File: src/rtl/main_bus_arbiter.sv
// Round-robin arbiter and burst sequencer for the multiplexed AddrData main bus.
// One requester owns the bus per burst: address cycle, BURST_LEN beats, then TURN after reads.
module main_bus_arbiter #(
    parameter int unsigned NUM_REQ   = 2,
    parameter int unsigned BUSWIDTH  = 16,
    parameter int unsigned BURST_LEN = 4
) (
    input  logic                         clk,
    input  logic                         rst_n,
    input  logic [NUM_REQ-1:0]           req_i,
    input  logic [NUM_REQ-1:0]           req_we_i,
    input  logic [NUM_REQ*BUSWIDTH-1:0]  req_addr_i,
    input  logic [NUM_REQ*BUSWIDTH-1:0]  req_wdata_i,
    output logic [NUM_REQ-1:0]           gnt_o,
    output logic [NUM_REQ-1:0]           beat_ack_o,
    output logic [NUM_REQ-1:0]           rd_valid_o,
    output logic [BUSWIDTH-1:0]          rd_data_o,
    output logic [NUM_REQ-1:0]           done_o,
    output logic [BUSWIDTH-1:0]          bus_ad_out_o,
    output logic                         bus_ad_oe_o,
    input  logic [BUSWIDTH-1:0]          bus_ad_in_i,
    output logic                         bus_rw_o,
    output logic                         bus_as_o
);

    localparam int unsigned IdxW = $clog2(NUM_REQ);
    localparam int unsigned CntW = $clog2(BURST_LEN);

    typedef enum logic [1:0] {StIdle, StAddr, StData, StTurn} state_e;

    state_e              state_q, state_d;
    logic [IdxW-1:0]     win_q, win_d, last_q, last_d;
    logic [IdxW-1:0]     pick_idx, cand;
    logic                pick_valid;
    logic                we_q, we_d;
    logic [BUSWIDTH-1:0] addr_q, addr_d, pick_addr, wdata_sel, rd_data_q;
    logic [CntW-1:0]     cnt_q, cnt_d;
    logic [NUM_REQ-1:0]  win_oh, rd_valid_q;

    assign win_oh     = {{(NUM_REQ-1){1'b0}}, 1'b1} << win_q;
    assign rd_data_o  = rd_data_q;
    assign rd_valid_o = rd_valid_q;

    // Search starts one past the last winner so every requester gets a turn.
    always_comb begin
        pick_valid = 1'b0;
        pick_idx   = '0;
        cand       = '0;
        for (int unsigned k = 1; k <= NUM_REQ; k++) begin
            cand = IdxW'((32'(last_q) + k) % NUM_REQ);
            if (!pick_valid && req_i[cand]) begin
                pick_valid = 1'b1;
                pick_idx   = cand;
            end
        end
        pick_addr = '0;
        wdata_sel = '0;
        for (int unsigned i = 0; i < NUM_REQ; i++) begin
            if (IdxW'(i) == pick_idx) pick_addr = req_addr_i[i*BUSWIDTH +: BUSWIDTH];
            if (IdxW'(i) == win_q)    wdata_sel = req_wdata_i[i*BUSWIDTH +: BUSWIDTH];
        end
    end

    always_comb begin
        state_d      = state_q;
        win_d        = win_q;
        last_d       = last_q;
        we_d         = we_q;
        addr_d       = addr_q;
        cnt_d        = cnt_q;
        gnt_o        = '0;
        beat_ack_o   = '0;
        done_o       = '0;
        bus_ad_out_o = '0;
        bus_ad_oe_o  = 1'b0;
        bus_rw_o     = 1'b1;
        bus_as_o     = 1'b0;
        case (state_q)
            StIdle: begin
                if (pick_valid) begin
                    win_d   = pick_idx;
                    we_d    = req_we_i[pick_idx];
                    addr_d  = pick_addr;
                    state_d = StAddr;
                end
            end
            StAddr: begin
                gnt_o        = win_oh;
                bus_ad_out_o = addr_q;
                bus_ad_oe_o  = 1'b1;
                bus_as_o     = 1'b1;
                bus_rw_o     = ~we_q;
                cnt_d        = '0;
                state_d      = StData;
            end
            StData: begin
                gnt_o = win_oh;
                cnt_d = cnt_q + 1'b1;
                if (we_q) begin
                    bus_ad_out_o = wdata_sel;
                    bus_ad_oe_o  = 1'b1;
                    beat_ack_o   = win_oh;
                end
                if (cnt_q == CntW'(BURST_LEN - 1)) begin
                    done_o  = win_oh;
                    last_d  = win_q;
                    state_d = we_q ? StIdle : StTurn;
                end
            end
            StTurn: begin
                // Master stays off the bus one cycle so memory can release it.
                state_d = StIdle;
            end
            default: state_d = StIdle;
        endcase
    end

    always_ff @(posedge clk or negedge rst_n) begin
        if (!rst_n) begin
            state_q    <= StIdle;
            win_q      <= '0;
            last_q     <= IdxW'(NUM_REQ - 1);
            we_q       <= 1'b0;
            addr_q     <= '0;
            cnt_q      <= '0;
            rd_data_q  <= '0;
            rd_valid_q <= '0;
        end else begin
            state_q <= state_d;
            win_q   <= win_d;
            last_q  <= last_d;
            we_q    <= we_d;
            addr_q  <= addr_d;
            cnt_q   <= cnt_d;
            if (state_q == StData && !we_q) begin
                rd_data_q  <= bus_ad_in_i;
                rd_valid_q <= win_oh;
            end else begin
                rd_valid_q <= '0;
            end
        end
    end

endmodule

File: config.mk
export PLATFORM = sky130hd
export DESIGN_NAME = main_bus_arbiter
export DESIGN_NICKNAME = d
export VERILOG_FILES = /design/src/rtl/main_bus_arbiter.sv
export SDC_FILE = /design/constraint.sdc
export NUM_CORES = 1
export LEC_CHECK = 0
export BUFFER_PORTS_ARGS = -buffer_cell sky130_fd_sc_hd__buf_2
export CORE_MARGIN = 2
export CORE_UTILIZATION = 40
export DETAILED_ROUTE_END_ITERATION = 6
export PLACE_DENSITY = 0.74
export SLEW_MARGIN = 20
export SYNTH_ARGS = -nofsm -noshare
export SYNTH_HDL_FRONTEND = slang
export SYNTH_SLANG_ARGS = --single-unit
File: constraint.sdc
create_clock -name clk -period 4.7 [get_ports clk]
set_clock_uncertainty 0.2 [all_clocks]
set_input_delay 0.47 -clock clk [delete_from_list [all_inputs] [get_ports clk]]
set_output_delay 0.47 -clock clk [all_outputs]
set_load 0.01 [all_outputs]
==> results of run 1 <==
## kinds of logic after synthesis
group | after synthesis | synth area share [%]
compound gates | 62 | 16.1
fa+ha+maj | 5 | 2.75
buf+inv | 21 | 5.83
flops | 41 | 45.2
mux | 10 | 4.40
simple gates | 137 | 25.8
## placed cells by master (no fill, tap or decap), types with 2 or more instances in the layout
cell / netlist / routed
nor2b_1: 3 / 2
o21ai_0: 10 / 10
nand2_1: 92 / 92
nand2b_1: 2 / 2
mux2i_1: 10 / 10
a21oi_1: 36 / 36
a31oi_1: 2 / 2
and2_1: 12 / 12
inv_1: 3 / 3
clkbuf_8: 0 / 6
nor2_1: 21 / 21
dfrtp_1: 40 / 40
buf_2: 3 / 128
a22oi_1: 7 / 7
ha_1: 5 / 5
and3_1: 2 / 2
## metrics by stage
step / area, um^2 / hold slack (ns) / total power [mW] / std cells / setup slack (ns)
global placement: 2880 / 0.254 / 1.59 / 458 / 2.23
CTS: 2980 / 0.139 / 1.87 / 466 / 1.82
floorplan: 2270 / -0.0256 / 1.30 / 276 / 2.61
finish: 2980 / 0.109 / 1.85 / 466 / 1.83
global route: 2980 / 0.154 / 2.02 / 466 / 1.63
detailed placement: 2890 / 0.257 / 1.62 / 458 / 2.16
## worst register-to-register path, delay by kind of cell (launching register included)
family	cells	cell delay, ns
AND/OR/NAND/NOR	2	0.75
flip-flops	1	0.41
adder cells (fa/ha/maj)	1	0.38
AO/OA/AOI/OAI	1	0.16
buffers and inverters	1	0.12
## layout make-up
| class | instances | share of cell area [%] |
|---|---|---|
| clock inverter | 2 | 0.461 |
| inverter | 3 | 0.378 |
| timing repair buffer | 128 | 21.5 |
| multi-input combinational | 214 | 37.5 |
| clock buffer | 6 | 2.77 |
| sequential | 41 | 34.4 |
| tap | 72 | 3.02 |
## per-layer routing
metal	wire length, um	share of wire [%]	track usage [%]	up-vias
met5	0	0	0	-
met4	69	1.1	6.03	0
met3	378	6.2	3.28	6
met2	3080	50	34.4	75
met1	2600	42	24.7	1078
li1	-	-	-	1139
## worst min path at each step
stage                    start       endpoint  slack [ns]  cells after the start
2_1_floorplan            rst_n      addr_q[0]       -0.03                      0
3_3_place_gp      rd_data_o[0]   rd_data_o[0]        0.25                      2
3_5_place_dp     rd_data_o[10]  rd_data_o[10]        0.26                      2
4_1_cts                  rst_n  rd_data_o[13]        0.14                      1
5_1_grt        bus_ad_in_i[10]  rd_data_o[10]        0.15                      3
6_report                 rst_n   rd_data_o[4]        0.11                      1
## power by group
| group | leakage, nW | total (mW) | switching, mW | internal (mW) |
|---|---|---|---|---|
| clock network | 0.0512 | 0.243 | 0.124 | 0.119 |
| registers | 0.486 | 0.663 | 0.138 | 0.525 |
| logic | 1.12 | 0.944 | 0.542 | 0.402 |
## state kept, by name, summed over array words and instances (netlist names)
register / count
we_q: 1
addr_q: 16
last_q: 1
cnt_q: 2
win_q: 1
rd_data_o: 16
rd_valid_o: 2
state_q: 2
==> impl_metrics.json, run 1 <==
{
  "first_pass_iters": 4,
  "nets": 484,
  "synth_seq_area_share_pct": 45.2,
  "die_x_um": 79.4,
  "postRouteAntennaNets": 0,
  "die_h_um": 79.4,
  "drv_cap": 0,
  "critPathMaxStageDelay_ns": 0.56,
  "synth_ff_type": "dfrtp_1",
  "multi_input_area_um2": 1120,
  "dp_hpwl_mm": 4.51,
  "tns_ns": 0,
  "cp.arrival_ns": 2.20,
  "end_kind": "primary output",
  "gp_congestion": 0.756,
  "worst_hold_path_type": "in2async",
  "cp_top_family": "adder cells",
  "yosys.area.top_type_share_pct": 44.0,
  "ys_ff_latch": 41,
  "synthesis.nets": 367,
  "drc": 0,
  "clock_sinks": 41,
  "clock_latency_ns": 0.30,
  "critPathLaunchType": "flop",
  "yosys-top-cells-count": "nand2_1 (92), dfrtp_1 (40), a21oi_1 (36), nor2_1 (21), and2_1 (12)",
  "fmax_mhz": 349,
  "rr_endpoint": "state_q[0]",
  "async_reset_ff_share_pct": 100,
  "irDropWorstVdd_mv": 0.261,
  "cts_setup_buffers": 0,
  "syn_to_final_growth_pct": 31.1,
  "synth-edff-count": 0,
  "hold_buffers": 0,
  "powerDensity_nw_per_um2": 620,
  "coreArea_um2": 5510,
  "start_util_pct": 41.3,
  "max_slew_margin_pct": 38.1,
  "rr_worst_depth": 5,
  "path_depth": 6,
  "num_io_pins": 129,
  "syn_area_um2": 2270,
  "cts_root_buffer": "clkbuf_8",
  "grt_max_degree": 42,
  "vias": 2298,
  "critPathKind": "reg2out",
  "port_buffers": 128,
  "fin_crit_ns": 2.87,
  "cts_tree": "yes",
  "fill_cells": 545,
  "synth_top_cell_by_area": "dfrtp_1",
  "num_rows": 27,
  "antenna_found_initial": 0,
  "worst_pin_slew_ns": 0.928,
  "hold_viol": 0,
  "grt_first_pass_wirelength_mm": 9.66,
  "final_util_pct": 54.2,
  "crit_fanout": 19,
  "vias_per_cell": 4.93,
  "yosys-top-cells-area": "dfrtp_1 (44%), nand2_1 (15%), a21oi_1 (7.9%)",
  "die_area_um2": 6310,
  "drt-total-wl_mm": 6.13,
  "drive_above_1_share_pct": 36.5,
  "crit_buf_inv": 2,
  "reg2reg_from": "state_q[0]",
  "endpoint": "bus_ad_out_o[11]",
  "drtIter0Drc": 165,
  "cts_buffer_depth": 2,
  "grt_pass1_vias": 2126,
  "crit_start": "state_q[1]",
  "rrSetupSlack_ns": 2.62,
  "path_clk_slew_ns": 0.08,
  "outcome": "finished clean",
  "path_cells": "inv_1 > ha_1 > and4b_1 > a22oi_1 > nand2_1 > buf_2",
  "cts_htree_levels": 2,
  "setup_viol": 0,
  "post-route-period-util_pct": 61.0,
  "grt_remaining_overflow": 0,
  "rsz0062_at_grt": "false",
  "power_leakage_nw": 1.66,
  "ys_types": 32,
  "numCtsBuffers": 5,
  "yosysMostFrequentCell": "nand2_1",
  "seqCellArea_um2": 1030,
  "grt_usage_pct": 19.6,
  "ys_warn_count": 0,
  "wl_per_cell_um": 13.2,
  "cp.required_ns": 4.03,
  "antenna_cells": 0,
  "ctsResizeCount": 0,
  "report.final.slew_viol_count": 0,
  "slowest_stage": "ha_1",
  "synthCells": 276,
  "syn_area_per_cell_um2": 8.24
}
(Power assumes the default switching activity.)
==> inputs of run 2 (changes only) <==
clock period = 2.7 ns   (was 4.7 ns; I/O delays follow)
==> impl_metrics.json, run 2 (synthesis results as in run 1) <==
{
  "num_io_pins": 129,
  "fill_cells": 510,
  "drv_cap": 0,
  "clock_latency_ns": 0.30,
  "end_kind": "primary output",
  "reg2reg_from": "state_q[0]",
  "start_util_pct": 41.3,
  "fin_crit_ns": 2.47,
  "clockPowerShare_pct": 12.6,
  "first_pass_iters": 4,
  "setup_viol": 0,
  "rsz0062_at_grt": "false",
  "grt_first_pass_wirelength_mm": 10.1,
  "antenna_found_initial": 0,
  "irDropWorstVdd_mv": 0.456,
  "powerDensity_nw_per_um2": 1010,
  "dp_hpwl_mm": 4.58,
  "report.final.slew_viol_count": 0,
  "cp.arrival_ns": 2.00,
  "dp_cells": 461,
  "path_clk_slew_ns": 0.08,
  "worst_pin_slew_ns": 0.912,
  "drive_above_1_share_pct": 34.5,
  "drt-total-wl_mm": 6.60,
  "intPower_mw": 1.87,
  "power_leakage_nw": 1.77,
  "drtIter0Drc": 95,
  "postRouteAntennaNets": 0,
  "vias_per_cell": 4.92,
  "grt_remaining_overflow": 0,
  "fmax_mhz": 405,
  "hold_viol": 0,
  "port_buffers": 128,
  "drc": 0,
  "critPathKind": "reg2out",
  "nets": 511,
  "worst_hold_path_type": "in2reg",
  "rr_worst_depth": 4,
  "p_comb_share_pct": 53.4,
  "antenna_cells": 0,
  "cts_buffer_depth": 2,
  "vias": 2422,
  "ctsResizeCount": 0,
  "cts_tree": "yes",
  "pwr-share-seq_pct": 33.9,
  "die_x_um": 79.4,
  "gp_congestion": 0.791,
  "instances_no_fill": 492,
  "coreArea_um2": 5510,
  "rrSetupSlack_ns": 0.74,
  "crit_start": "state_q[0]",
  "final_cell_mix": "buf_2 (128), nand2_1 (92), dfrtp_1 (40)",
  "post-route-period-util_pct": 91.3,
  "rr_endpoint": "state_q[1]",
  "grt_max_degree": 42,
  "cts_htree_levels": 2,
  "cp.required_ns": 2.23,
  "crit_fanout": 12,
  "numCtsBuffers": 5,
  "max_slew_margin_pct": 39.2,
  "grt_pass1_vias": 2251,
  "num_rows": 27,
  "swShare_pct": 43.1,
  "clock_sinks": 41,
  "outcome": "finished clean",
  "syn_to_final_growth_pct": 42.3,
  "tns_ns": 0,
  "grt_usage_pct": 20.7,
  "cts_root_buffer": "clkbuf_8",
  "wl_per_cell_um": 13.4,
  "p_switching_mw": 1.42,
  "layout_commonest_cell": "buf_2",
  "critPathLaunchType": "flop",
  "endpoint": "bus_ad_out_o[15]",
  "die_area_um2": 6310,
  "die_h_um": 79.4
}
-- run 2: cell count changes in the layout (fill, tap and decap cells not counted) --
cell	change
dlygate4sd3_1	+24
clkinvlp_4	+1
nor2b_2	-1
buf_4	+3
clkinv_2	-1
clkinv_4	-1
nor2b_1	+1
-- run 2: worst min-delay path by stage --
| stage | cells after the start | to | from | slack, ns |
|---|---|---|---|---|
| final | 3 | addr_q[4] | req_addr_i[4] | 0.006 |
| after global routing | 3 | addr_q[7] | req_addr_i[7] | 0.0003 |
| after CTS | 3 | addr_q[4] | req_addr_i[4] | 0.003 |
| after detailed placement | 1 | rd_data_o[9] | rst_n | 0.26 |
| after global placement | 1 | rd_data_o[5] | rst_n | 0.25 |
| after floorplan | 0 | addr_q[0] | rst_n | -0.23 |
-- run 2: power groups by stage --
stage / logic (mW) / clock network, mW / registers, mW
detailed placement: 1.74 / 0 / 1.12
finish: 1.75 / 0.415 / 1.11
CTS: 1.77 / 0.427 / 1.11
floorplan: 1.14 / 0 / 1.13
global placement: 1.69 / 0 / 1.11
global route: 1.97 / 0.451 / 1.16
-- run 2: area by class of cell --
class | instances | area [um^2] | share of cell area (%)
flip-flops and latches | 41 | 1030 | 31.7
inverters | 3 | 11.3 | 0.348
multi-input cells | 214 | 1110 | 34.4
well taps | 72 | 90.1 | 2.78
clock buffers | 6 | 82.6 | 2.55
repair buffers | 155 | 903 | 27.9
clock inverters | 1 | 7.51 | 0.232
-- run 2: worst max-delay path, cell delays in order (launching register included) --
cell and delay [ns]:
dfrtp_1 0.42, inv_1 0.12, ha_1 0.37, and4b_1 0.44
a22oi_1 0.14, nand2_1 0.09, buf_2 0.12
-- run 2: repair_timing --
item,4_1_cts,5_1_grt
setup buffers,0,0
hold buffers,23,1
endpoints found under the hold margin,62,1
-- run 2: per-stage QoR --
stage          cell area, um^2  total power, mW  utilization [%]  hold slack [ns]  setup WS (ns)
6_report                  3240             3.28             58.8          0.00563          0.234
5_1_grt                   3240             3.57             58.8         0.000345         0.0391
4_1_cts                   3230             3.31             58.6          0.00300          0.207
3_5_place_dp              2910             2.86             52.8            0.256          0.547
3_3_place_gp              2910             2.80             52.8            0.252          0.606
2_1_floorplan             2270             2.27                -           -0.226          0.808
-- run 2: per-layer routing --
| layer | vias up | GRT usage [%] | share of wire, % |
|---|---|---|---|
| li1 | 1192 | - | - |
| met1 | 1137 | 25.7 | 42 |
| met2 | 88 | 36.3 | 51 |
| met3 | 5 | 4.30 | 5.5 |
| met4 | 0 | 6.21 | 0.83 |
| met5 | - | 0 | 0 |
